==> src/rtl/vga_pkg.sv <==
// Shared VGA timing constants, screen encoding and colour types.
// Used by the timing generator and the screen controller.
package vga_pkg;

   localparam int H_VISIBLE    = 640;
   localparam int H_FRONT      = 16;
   localparam int H_SYNC       = 96;
   localparam int H_BACK       = 48;
   localparam int V_VISIBLE    = 480;
   localparam int V_FRONT      = 10;
   localparam int V_SYNC       = 2;
   localparam int V_BACK       = 33;
   localparam int PIX_DIV      = 2;
   localparam int BLINK_FRAMES = 30;
   localparam int COLOR_W      = 4;

   typedef logic [1:0] scr_t;

   localparam scr_t SCR_START = 2'd0;
   localparam scr_t SCR_PLAY  = 2'd1;
   localparam scr_t SCR_OVER  = 2'd2;

   typedef logic [COLOR_W-1:0] color_t;

   typedef struct packed {
      color_t r;
      color_t g;
      color_t b;
   } rgb_t;

endpackage

==> src/rtl/vga_timing.sv <==
// Pixel divider, horizontal/vertical scan counters and raw sync.
// Everything past the divider advances once per pix_tick.
module vga_timing #(
   parameter int H_VISIBLE = vga_pkg::H_VISIBLE,
   parameter int H_FRONT   = vga_pkg::H_FRONT,
   parameter int H_SYNC    = vga_pkg::H_SYNC,
   parameter int H_BACK    = vga_pkg::H_BACK,
   parameter int V_VISIBLE = vga_pkg::V_VISIBLE,
   parameter int V_FRONT   = vga_pkg::V_FRONT,
   parameter int V_SYNC    = vga_pkg::V_SYNC,
   parameter int V_BACK    = vga_pkg::V_BACK,
   parameter int PIX_DIV   = vga_pkg::PIX_DIV
) (
   input  logic       clk,
   input  logic       rst,
   output logic       pix_tick,
   output logic [9:0] x,
   output logic [8:0] y,
   output logic       hsync_raw,
   output logic       vsync_raw,
   output logic       video_on,
   output logic       frame_end
);

   localparam int H_TOTAL = H_VISIBLE + H_FRONT + H_SYNC + H_BACK;
   localparam int V_TOTAL = V_VISIBLE + V_FRONT + V_SYNC + V_BACK;
   localparam int DIV_W   = (PIX_DIV > 1) ? $clog2(PIX_DIV) : 1;

   localparam logic [9:0] H_LAST  = 10'(H_TOTAL - 1);
   localparam logic [9:0] V_LAST  = 10'(V_TOTAL - 1);
   localparam logic [9:0] HS_BEG  = 10'(H_VISIBLE + H_FRONT);
   localparam logic [9:0] HS_END  = 10'(H_VISIBLE + H_FRONT + H_SYNC);
   localparam logic [9:0] VS_BEG  = 10'(V_VISIBLE + V_FRONT);
   localparam logic [9:0] VS_END  = 10'(V_VISIBLE + V_FRONT + V_SYNC);
   localparam logic [9:0] H_VIS_C = 10'(H_VISIBLE);
   localparam logic [9:0] V_VIS_C = 10'(V_VISIBLE);

   logic [DIV_W-1:0] div_q, div_d;
   logic [9:0]       h_q, h_d;
   logic [9:0]       v_q, v_d;

   assign pix_tick = (div_q == DIV_W'(PIX_DIV - 1));

   always_comb begin
      div_d = pix_tick ? '0 : div_q + 1'b1;
      h_d   = h_q;
      v_d   = v_q;
      if (pix_tick) begin
         if (h_q == H_LAST) begin
            h_d = '0;
            v_d = (v_q == V_LAST) ? '0 : v_q + 10'd1;
         end else begin
            h_d = h_q + 10'd1;
         end
      end
   end

   always_ff @(posedge clk) begin
      if (rst) begin
         div_q <= '0;
         h_q   <= '0;
         v_q   <= '0;
      end else begin
         div_q <= div_d;
         h_q   <= h_d;
         v_q   <= v_d;
      end
   end

   assign x         = h_q;
   assign y         = v_q[8:0];
   assign hsync_raw = !(h_q >= HS_BEG && h_q < HS_END);
   assign vsync_raw = !(v_q >= VS_BEG && v_q < VS_END);
   assign video_on  = (h_q < H_VIS_C) && (v_q < V_VIS_C);
   assign frame_end = pix_tick && (h_q == H_LAST) && (v_q == V_LAST);

endmodule

==> src/rtl/vga_screen_ctrl.sv <==
// VGA screen sequencer: start / play / game-over source select,
// frame-aligned screen changes, blink and registered RGB + sync.
module vga_screen_ctrl #(
   parameter int H_VISIBLE    = vga_pkg::H_VISIBLE,
   parameter int H_FRONT      = vga_pkg::H_FRONT,
   parameter int H_SYNC       = vga_pkg::H_SYNC,
   parameter int H_BACK       = vga_pkg::H_BACK,
   parameter int V_VISIBLE    = vga_pkg::V_VISIBLE,
   parameter int V_FRONT      = vga_pkg::V_FRONT,
   parameter int V_SYNC       = vga_pkg::V_SYNC,
   parameter int V_BACK       = vga_pkg::V_BACK,
   parameter int PIX_DIV      = vga_pkg::PIX_DIV,
   parameter int BLINK_FRAMES = vga_pkg::BLINK_FRAMES
) (
   input  logic                       clk,
   input  logic                       rst,
   input  logic                       btn_start,
   input  logic                       game_over,
   input  logic [vga_pkg::COLOR_W-1:0] start_r,
   input  logic [vga_pkg::COLOR_W-1:0] start_g,
   input  logic [vga_pkg::COLOR_W-1:0] start_b,
   input  logic [vga_pkg::COLOR_W-1:0] game_r,
   input  logic [vga_pkg::COLOR_W-1:0] game_g,
   input  logic [vga_pkg::COLOR_W-1:0] game_b,
   output logic [9:0]                 x,
   output logic [8:0]                 y,
   output logic                       pix_tick,
   output logic                       hsync,
   output logic                       vsync,
   output logic [vga_pkg::COLOR_W-1:0] vga_r,
   output logic [vga_pkg::COLOR_W-1:0] vga_g,
   output logic [vga_pkg::COLOR_W-1:0] vga_b,
   output logic [1:0]                 screen
);

   import vga_pkg::*;

   localparam int FC_W = (BLINK_FRAMES > 2) ? $clog2(BLINK_FRAMES) : 1;

   logic hs_raw, vs_raw, video_on, frame_end;

   vga_timing #(
      .H_VISIBLE (H_VISIBLE),
      .H_FRONT   (H_FRONT),
      .H_SYNC    (H_SYNC),
      .H_BACK    (H_BACK),
      .V_VISIBLE (V_VISIBLE),
      .V_FRONT   (V_FRONT),
      .V_SYNC    (V_SYNC),
      .V_BACK    (V_BACK),
      .PIX_DIV   (PIX_DIV)
   ) u_timing (
      .clk       (clk),
      .rst       (rst),
      .pix_tick  (pix_tick),
      .x         (x),
      .y         (y),
      .hsync_raw (hs_raw),
      .vsync_raw (vs_raw),
      .video_on  (video_on),
      .frame_end (frame_end)
   );

   scr_t            screen_q, screen_d, target;
   logic            pending_q, pending_d;
   logic            btn_q, btn_d;
   logic            blink_q, blink_d;
   logic [FC_W-1:0] cnt_q, cnt_d;
   rgb_t            rgb_q, rgb_d, src;
   logic            hs_q, hs_d, vs_q, vs_d;
   logic            btn_rise, req;

   assign btn_rise = btn_start && !btn_q;

   always_comb begin
      target = SCR_START;
      req    = 1'b0;
      case (screen_q)
         SCR_START: begin
            target = SCR_PLAY;
            req    = btn_rise;
         end
         SCR_PLAY: begin
            target = SCR_OVER;
            req    = game_over;
         end
         SCR_OVER: begin
            target = SCR_START;
            req    = btn_rise;
         end
         default: ;
      endcase
   end

   // A request seen in the boundary clk itself still commits there.
   always_comb begin
      btn_d     = btn_start;
      pending_d = pending_q || req;
      screen_d  = screen_q;
      if (frame_end && pending_d) begin
         screen_d  = target;
         pending_d = 1'b0;
      end
      blink_d = blink_q;
      cnt_d   = cnt_q;
      if (frame_end && screen_q == SCR_OVER) begin
         if (cnt_q == FC_W'(BLINK_FRAMES - 1)) begin
            cnt_d   = '0;
            blink_d = !blink_q;
         end else begin
            cnt_d = cnt_q + 1'b1;
         end
      end
      if (screen_d != SCR_OVER) begin
         blink_d = 1'b1;
         cnt_d   = '0;
      end
   end

   always_comb begin
      src = '0;
      case (screen_q)
         SCR_START: src = '{r: start_r, g: start_g, b: start_b};
         SCR_PLAY:  src = '{r: game_r, g: game_g, b: game_b};
         SCR_OVER: begin
            if (blink_q)
               src = '{r: game_r, g: game_g, b: game_b};
         end
         default: ;
      endcase
   end

   always_comb begin
      rgb_d = rgb_q;
      hs_d  = hs_q;
      vs_d  = vs_q;
      if (pix_tick) begin
         rgb_d = video_on ? src : '0;
         hs_d  = hs_raw;
         vs_d  = vs_raw;
      end
   end

   always_ff @(posedge clk) begin
      if (rst) begin
         screen_q  <= SCR_START;
         pending_q <= 1'b0;
         btn_q     <= 1'b0;
         blink_q   <= 1'b1;
         cnt_q     <= '0;
         rgb_q     <= '0;
         hs_q      <= 1'b1;
         vs_q      <= 1'b1;
      end else begin
         screen_q  <= screen_d;
         pending_q <= pending_d;
         btn_q     <= btn_d;
         blink_q   <= blink_d;
         cnt_q     <= cnt_d;
         rgb_q     <= rgb_d;
         hs_q      <= hs_d;
         vs_q      <= vs_d;
      end
   end

   assign vga_r  = rgb_q.r;
   assign vga_g  = rgb_q.g;
   assign vga_b  = rgb_q.b;
   assign hsync  = hs_q;
   assign vsync  = vs_q;
   assign screen = screen_q;

endmodule

==> config.mk <==
export PLATFORM = sky130hd
export DESIGN_NAME = vga_screen_ctrl
export DESIGN_NICKNAME = d
export VERILOG_FILES = /design/src/rtl/vga_pkg.sv /design/src/rtl/vga_timing.sv /design/src/rtl/vga_screen_ctrl.sv
export SDC_FILE = /design/constraint.sdc
export NUM_CORES = 1
export LEC_CHECK = 0
export CORE_MARGIN = 2
export CORE_UTILIZATION = 51
export DETAILED_ROUTE_END_ITERATION = 7
export PLACE_DENSITY_LB_ADDON = 0.1
export SYNTH_ARGS = -nofsm -noshare
export SYNTH_HDL_FRONTEND = slang
export SYNTH_SLANG_ARGS = --single-unit
==> constraint.sdc <==
create_clock -name clk -period 3.93 [get_ports clk]
set_input_delay 0.9825 -clock clk [delete_from_list [all_inputs] [get_ports clk]]
set_output_delay 0.9825 -clock clk [all_outputs]
set_load 0.01 [all_outputs]
==> impl_metrics.tcl <==
set metrics [dict create \
    status "finished, final reports clean" \
    drc_errors 0 \
    min_period_ns 2.90 \
    hp-class "flip-flop to flip-flop" \
    final_cell_mix "clkdlybuf4s50_1, dfxtp_1, nor2_1, nand2_1" \
    grt_max_degree 20 \
    rows 24 \
    place.gp.congestion 0.731 \
    fmax_mhz 345 \
    area_growth_pct 31.0 \
    clock_sinks 45 \
    ff2ff_path_depth 5 \
    die_h_um 70.7 \
    power.total_uw 927 \
    seq_area_frac_synth 0.397 \
    nFillCells 383 \
    crit_type "flip-flop to output pin" \
    first_iter_violations 99 \
    final_max_slew_viol_count 0 \
    crit_family "flip-flops" \
    slowest_stage "dfxtp_1" \
    netlist_instances 260 \
    r2r_slack_ns 1.28 \
    clk_pin_slew_worst_paths_ns 0.08 \
    synth-edff-count 0 \
    ys_ff_latch 45 \
    synth_top_family_by_area "simple AND/OR/NAND/NOR gates" \
    die-area_um2 4990 \
    tightest_slew_ns 0.909 \
    relSlewSlack 0.392 \
    cpPeakStageDelay_ns 0.92 \
    synthMuxAreaShare 0.0706 \
    max-vdd-ir-drop_mv 0.187 \
    r2r_start "u_timing.pix_tick" \
    hpwlAfterDp_um 3620 \
    synth_fa_ha_area_frac 0.0386 \
    syn_area_per_cell_um2 8.72 \
    vias_per_cell 5.44 \
    register_area_um2 901 \
    path_buf_inv 1 \
    wl_per_cell_um 14.1 \
    ys_top_cells_by_area "dfxtp_1, mux2i_1, nor2_1" \
    synth_compound_area_frac 0.115 \
    antenna_found_initial 0 \
    crit_fanout 19 \
    fin_nets 347 \
    port_buffers 63 \
    rsz0062_at_grt "no" \
    setup_viol 0 \
    postRouteAntennaNets 0 \
    core_um2 4320 \
    dr_total_vias 1987 \
    cts_resized 0 \
    timing.final.crit_share 0.737 \
    maxCapViolCount 0 \
    endpoint "screen[0]" \
    powerDensity_nw_per_um2 312 \
    ctsHoldBuffers 0 \
    grt_overflow 0 \
    postSynth.asyncResetShare 0 \
    clockBufferDepth 2 \
    p_leak_uw 0.00103 \
    synth_warnings 0 \
    postCtsSetupBuffers 0 \
    synthXorXnorAreaFrac 0.0734 \
    insertedDiodeCount 0 \
    finClkSkew_ns 0.00739 \
    clk_latency_ns 0.31 \
    crit_chain "clkdlybuf4s50_1" \
    cts_made_buffers 5 \
    cts_root_buf "clkbuf_8" \
    ys_types 36 \
    final_common_cell "clkdlybuf4s50_1" \
    cp.depth 1 \
    synth_top_area_frac 0.397 \
    grt_usage 0.216 \
    multiInputGateArea_um2 1210 \
    synth_area_um2 2270 \
    finalSetupTns_ns 0 \
    cp-startpoint "screen[0]" \
    synth_nets 295 \
    grt_pass1_wl_um 8580 \
    worstReg2RegEnd "blink_q" \
    synth-simple-area-share 0.238 \
    cts-htree-levels 2 \
    yosys_most_used_dff "dfxtp_1" \
    die_x_um 70.7 \
    yosysTopAreaCell "dfxtp_1" \
    routed_wirelength_um 5150 \
    grt_pass1_vias 1878 \
    cts_tree "built" \
    start_util 0.524 \
    hold_violations 0 \
    critPathLaunchType "flip-flop" \
    ioPinCount 64 \
    dr.pass1.iters 4 \
    drive_gt1_frac 0.0319 \
    crit_path_end_kind "output pin" \
    worstPathRequired_ns 2.95 \
    critPathArrivalTime_ns 1.92 \
]
-- cell families after synthesis --
family / count (synthesis)
fa+ha+maj: 7
xor+xnor: 19
mux: 16
compound gates: 40
simple gates: 105
buf+inv: 28
flops: 45
-- metal layers --
layer,wire length (µm),up-vias,GRT usage
li1,-,998,-
met2,2560,48,0.358
met5,0,-,0
met4,68,0,0.0692
met3,242,7,0.0726
met1,2280,934,0.266
-- registers in the layout (all words and copies together), names as in the netlist --
signal	flops
u_timing.v_q	10
u_timing.x	10
vsync	1
cnt_q	5
pending_q	1
vga_g	4
u_timing.pix_tick	1
screen	2
hsync	1
blink_q	1
vga_r	4
vga_b	4
btn_q	1
-- synth_stat cells (all sizes together), types with 3 or more instances --
| cell type | instances |
|---|---|
| dfxtp | 45 |
| nor2 | 32 |
| nand2 | 23 |
| mux2i | 16 |
| o21ai | 16 |
| buf | 13 |
| a22o | 12 |
| xor2 | 10 |
| inv | 9 |
| nand4 | 9 |
| xnor2 | 9 |
| ha | 7 |
| nor3 | 7 |
| a21oi | 6 |
| and3 | 6 |
| clkbuf | 6 |
| nand3 | 5 |
| or3 | 5 |
| nand2b | 3 |
| nor2b | 3 |
| nor4 | 3 |
| nor4b | 3 |
-- worst min path at each step --
stage / startpoint / endpoint / slack (ns) / cells after the start
finish: vga_g[1] / vga_g[1] / 0.48 / 1
global route: vga_g[3] / vga_g[3] / 0.49 / 1
CTS: pending_q / pending_q / 0.48 / 2
detailed placement: pending_q / pending_q / 0.46 / 2
global placement: pending_q / pending_q / 0.46 / 2
floorplan: pending_q / pending_q / 0.43 / 2
-- layout make-up --
cell class / count / area share
Clock buffer: 7 / 0.0291
Clock inverter: 1 / 0.0101
Inverter: 9 / 0.0114
Multi-Input combinational cell: 187 / 0.409
Sequential cell: 45 / 0.303
Tap cell: 52 / 0.0219
Timing Repair Buffer: 64 / 0.215
-- stage by stage --
step	instance area, µm²	util	instances	setup slack, ns	hold WS (ns)
2_1_floorplan	2270	-	260	1.44	0.428
3_3_place_gp	2850	0.660	357	1.05	0.456
3_5_place_dp	2850	0.660	357	1.04	0.457
4_1_cts	2970	0.687	365	0.999	0.479
5_1_grt	2970	0.687	365	0.911	0.494
6_report	2970	0.687	365	1.03	0.484
-- power by group --
group / leakage [µW] / total [µW] / internal (µW) / switching, µW
clock: 0.0000585 / 363 / 207 / 156
sequential: 0.000366 / 477 / 467 / 10.4
combinational: 0.000606 / 86.5 / 53.5 / 33.0
Power figures use the tool's default switching activity.
